`src/rtl/csla_pipe_adder.sv`:
```
// Two-stage pipelined carry-select adder/subtractor with valid/ready handshake.
// Stage 1 forms per-block candidate sums, stage 2 resolves the block carry chain.
module csla_pipe_adder #(
  parameter int unsigned WIDTH = 16,
  parameter int unsigned BLK   = 4
) (
  input  logic             clk,
  input  logic             rst_n,
  input  logic             in_valid,
  output logic             in_ready,
  input  logic [WIDTH-1:0] a,
  input  logic [WIDTH-1:0] b,
  input  logic             sub,
  output logic             out_valid,
  input  logic             out_ready,
  output logic [WIDTH-1:0] sum,
  output logic             cout,
  output logic             ovf
);

  localparam int unsigned NB = WIDTH / BLK;

  // Stage 1 state: block candidates and operand sign bits
  logic             s1_valid_q;
  logic [WIDTH-1:0] cand0_q, cand0_d;
  logic [WIDTH-1:0] cand1_q, cand1_d;
  logic [NB-1:0]    cy0_q, cy0_d;
  logic [NB-1:0]    cy1_q, cy1_d;
  logic             a_msb_q, b_msb_q;

  // Stage 2 state: resolved result
  logic             out_valid_q;
  logic [WIDTH-1:0] sum_q, sum_d;
  logic             cout_q, cout_d;
  logic             ovf_q, ovf_d;

  logic [WIDTH-1:0] b_eff;
  logic [BLK:0]     t0, t1;
  logic             cin;
  logic             s2_en_c, s1_en_c, accept_c;

  // Pipeline advance: a stage moves when it is empty or its consumer moves
  assign s2_en_c  = !out_valid_q || out_ready;
  assign s1_en_c  = !s1_valid_q || s2_en_c;
  assign accept_c = in_valid && s1_en_c;
  assign in_ready = s1_en_c;

  // Per-block ripple sums for cin=0 and cin=1; block 0 uses the real carry-in
  // in both slots so the select chain can start from a fixed 0.
  always_comb begin
    b_eff   = sub ? ~b : b;
    cand0_d = '0;
    cand1_d = '0;
    cy0_d   = '0;
    cy1_d   = '0;
    t0      = '0;
    t1      = '0;
    for (int unsigned k = 0; k < NB; k++) begin
      t0 = {1'b0, a[k*BLK +: BLK]} + {1'b0, b_eff[k*BLK +: BLK]}
         + {BLK'(0), (k == 0) ? sub : 1'b0};
      t1 = {1'b0, a[k*BLK +: BLK]} + {1'b0, b_eff[k*BLK +: BLK]}
         + {BLK'(0), (k == 0) ? sub : 1'b1};
      cand0_d[k*BLK +: BLK] = t0[BLK-1:0];
      cand1_d[k*BLK +: BLK] = t1[BLK-1:0];
      cy0_d[k]              = t0[BLK];
      cy1_d[k]              = t1[BLK];
    end
  end

  // Stage 1 register: load on accept, otherwise drain when downstream moves
  always_ff @(posedge clk or negedge rst_n) begin
    if (!rst_n) begin
      s1_valid_q <= 1'b0;
      cand0_q    <= '0;
      cand1_q    <= '0;
      cy0_q      <= '0;
      cy1_q      <= '0;
      a_msb_q    <= 1'b0;
      b_msb_q    <= 1'b0;
    end else if (accept_c) begin
      s1_valid_q <= 1'b1;
      cand0_q    <= cand0_d;
      cand1_q    <= cand1_d;
      cy0_q      <= cy0_d;
      cy1_q      <= cy1_d;
      a_msb_q    <= a[WIDTH-1];
      b_msb_q    <= b_eff[WIDTH-1];
    end else if (s1_en_c) begin
      s1_valid_q <= 1'b0;
    end
  end

  // Select chain: each block's carry picks the next block's candidate
  always_comb begin
    sum_d = '0;
    cin   = 1'b0;
    for (int unsigned k = 0; k < NB; k++) begin
      sum_d[k*BLK +: BLK] = cin ? cand1_q[k*BLK +: BLK] : cand0_q[k*BLK +: BLK];
      cin                 = cin ? cy1_q[k] : cy0_q[k];
    end
    cout_d = cin;
    ovf_d  = (a_msb_q == b_msb_q) && (sum_d[WIDTH-1] != a_msb_q);
  end

  // Stage 2 register: holds result steady while the consumer stalls
  always_ff @(posedge clk or negedge rst_n) begin
    if (!rst_n) begin
      out_valid_q <= 1'b0;
      sum_q       <= '0;
      cout_q      <= 1'b0;
      ovf_q       <= 1'b0;
    end else if (s2_en_c) begin
      out_valid_q <= s1_valid_q;
      sum_q       <= sum_d;
      cout_q      <= cout_d;
      ovf_q       <= ovf_d;
    end
  end

  assign out_valid = out_valid_q;
  assign sum       = sum_q;
  assign cout      = cout_q;
  assign ovf       = ovf_q;

endmodule

```
`config.mk`:
```
export PLATFORM = sky130hd
export DESIGN_NAME = csla_pipe_adder
export DESIGN_NICKNAME = d
export VERILOG_FILES = /design/src/rtl/csla_pipe_adder.sv
export SDC_FILE = /design/constraint.sdc
export NUM_CORES = 1
export LEC_CHECK = 0
export CORE_MARGIN = 4
export CORE_UTILIZATION = 53
export DETAILED_ROUTE_END_ITERATION = 7
export MAX_ROUTING_LAYER = met4
export PLACE_DENSITY = 0.88
export SYNTH_ARGS = -nofsm -noshare
export SYNTH_HDL_FRONTEND = slang
export SYNTH_SLANG_ARGS = --single-unit
```
`constraint.sdc`:
```
create_clock -name clk -period 2.1 [get_ports clk]
set_clock_uncertainty 0.05 [all_clocks]
set_input_delay 0.63 -clock clk [delete_from_list [all_inputs] [get_ports clk]]
set_output_delay 0.63 -clock clk [all_outputs]
set_load 0.01 [all_outputs]
```
==> metrics.txt <==
Pwr Density=965.0 mW/mm2; Die Wd=85.27 um; Residual DRC=0; Clock power frac=24.6%; Die Y=~85 um; leading post-synthesis cells by cell area=dfrtp_1, ha_1, nand2_1; Post-synth top cells=dfrtp_1, nand2_1, o21ai_0; VDD IR max=0.0005346 V; Final Hold Viols=0; Total Wirelength=9163 um; largest area contributor in the netlist=dfrtp_1; Nets=465; RSZ-0062 raised after global routing=true; global-route wire length before repair=14650 um; Num CTS Buffers=9; Initial Util=56.09%; initial drt markers=126; EDFF count, synth=0; part of the power in combinational logic=39.7%; Fill cells=261; Final Power=0.004672 W; clock root cell=clkbuf_8; DR WL/cell=19.09 um; Final WS setup=-214.7 ps; Setup Viol. Count Final=8; Sink Count=57; Detailed Place HPWL=5592 um; antenna violations before repair=0; htree depth=3; internal cell power=between 0.003 and 0.004 W; # IOs=57; CP Class=primary input to register; GPL Wtd Cong=0.8300; total grt overflow=0; Sw Ratio=32.05%; crit path max fanout=4; Max-slew headroom=70.98%; Slew Limit Fails=0; TNS Setup=-1015 ps; share of cells above drive strength 1=36.27%; R2R Path Start=cy0_q[0]; post-route cell area=a little under 0.005 mm2; failing checks=negative setup slack; CP required=around 2300 ps; port bufs=56; Cell Area, Synth=0.003164 mm2; r2r setup slk=about 270 ps; deepest clock path buffer count=2; fin crit share=110.2%; Hold Slack=228.5 ps; antenna-violating nets left=0; status=complete, but fails checks; reg2reg path depth=4; die area=around 0.0073 mm2; HP Class=primary input to asynchronous set/reset pin; First-pass DRT Iterations=8; Net Count, Synth=approximately 360; Least-Margin Pin Slew=426.2 ps; Leak=roughly 2.3 nW; top cell type's share of synthesized area=roughly 45%; vias in the first global route=3051; Yosys cell types=36; sequential power share=35.8%; clk_lat worst skew=350 ps; Syn. warnings=0; CTS tree=yes; routed vias/inst=5.708; pre-CTS setup slack=-1183 ps; flops & latches, synth=57; Main synth FF type=dfrtp_1; Fmax achieved=432.0 MHz; CP arrival=2530 ps; Core Box Area=about 0.0056 mm2; Post-synth ARST share=100.0%; gr usage total=a little over a quarter; synthesized instance count=295; Syn Area/Cell=10.73 um2; CP Capture Type=register; area growth from synthesis to layout=52.99%; Period minus WS final=2315 ps; Area after DPL=0.004270 mm2; Core Rows=27; n_diodes=0; maxcap violations=0; largest net degree at the start of global routing=58; CP startpoint kind=primary input; Via Count=2740; CTS clock-pin slew for the worst setup and hold paths=70 ps; sequential share of the synthesized area=45.08%; Switch Pwr=0.001497 W; Worst R2R End=sum[13]
-- timing repair --
action	in CTS	in global routing
setup buffers	8	2
hold buffers	0	0
pin swaps	27	18
endpoints found under the setup margin	31	15
resized for setup	67	22
-- cell families (layout without fill, tap and decap cells) --
family	after synthesis	after routing	share of synthesized area, %
multiplexers	34	34	12.38
AO/OA/AOI/OAI	52	52	9.688
adder cells (fa/ha/maj)	23	23	10.04
AND/OR/NAND/NOR	81	81	11.27
XOR/XNOR	26	26	8.501
buffers and inverters	22	135	3.045
flip-flops	57	57	45.08
-- worst max-delay path: stages --
cell and delay (ps):
buf_12 120, xor2_2 140, ha_2 190, inv_2 60
fa_2 460, inv_2 100, ha_4 150, inv_2 50
a2111oi_4 310, o2111ai_1 180, o211ai_1 130
-- worst max-delay path by stage --
stage          startpoint       end  cells after the start
5_1_grt               sub  cy1_q[3]                     11
2_1_floorplan         sub  cy1_q[3]                     12
6_report              sub  cy1_q[3]                     11
4_1_cts               sub  cy1_q[2]                      9
3_5_place_dp          sub  cy1_q[3]                     11
3_3_place_gp          sub  cy1_q[3]                     11
-- routing by layer --
metal | vias up | routed length (um) | GRT usage (%)
met5 | - | 0 | -
met4 | 0 | 354 | 15.25
met3 | 35 | 551 | 7.282
met2 | 114 | 4918 | 46.82
met1 | 1362 | 3339 | 27.90
li1 | 1229 | - | -
-- stage by stage --
step | util, % | cells
final | 85.81 | 480
after global routing | 85.81 | 480
after CTS | 83.63 | 478
after detailed placement | 75.69 | 456
after global placement | 75.69 | 456
after floorplan | - | 295
-- power by group through the flow --
stage | Sequential [W] | Combinational (W) | Clock, W
4_1_cts | 0.00165 | 0.00174 | 0.00115
5_1_grt | 0.00171 | 0.00199 | 0.00120
2_1_floorplan | 0.00167 | 0.000867 | 0
3_3_place_gp | 0.00164 | 0.00154 | 0
6_report | 0.00167 | 0.00185 | 0.00115
3_5_place_dp | 0.00167 | 0.00161 | 0
-- flip-flops by register name, indices dropped and copies added (netlist names) --
name,cells
sum,16
cy0_q,4
cand1_q,12
ovf,1
cand0_q,16
out_valid,1
s1_valid_q,1
cout,1
a_msb_q,1
cy1_q,3
b_msb_q,1
-- area by class of cell --
class	instances	area (um2)	share of cell area [%]
Clock buffer	11	151.4	3.127
Clock inverter	3	65.06	1.344
Inverter	8	30.03	0.6203
Multi-Input combinational cell	216	2017	41.66
Sequential cell	57	1426	29.47
Tap cell	72	90.09	1.861
Timing Repair Buffer	113	1061	21.92
-- placed cells by master (no fill, tap or decap), types with 6 or more instances in the layout --
| master | netlist | final |
|---|---|---|
| buf_4 | 0 | 47 |
| mux2_2 | 17 | 12 |
| nand2_1 | 57 | 53 |
| xor2_2 | 0 | 7 |
| mux2_4 | 1 | 6 |
| inv_2 | 0 | 6 |
| mux2i_1 | 14 | 14 |
| buf_6 | 1 | 6 |
| ha_1 | 19 | 10 |
| dlygate4sd2_1 | 0 | 10 |
| dfrtp_1 | 57 | 57 |
| o21ai_0 | 28 | 23 |
| clkdlybuf4s50_1 | 0 | 37 |
| clkbuf_8 | 0 | 11 |
| xor2_1 | 18 | 8 |
Note: power is estimated with default switching activity, not from simulation.
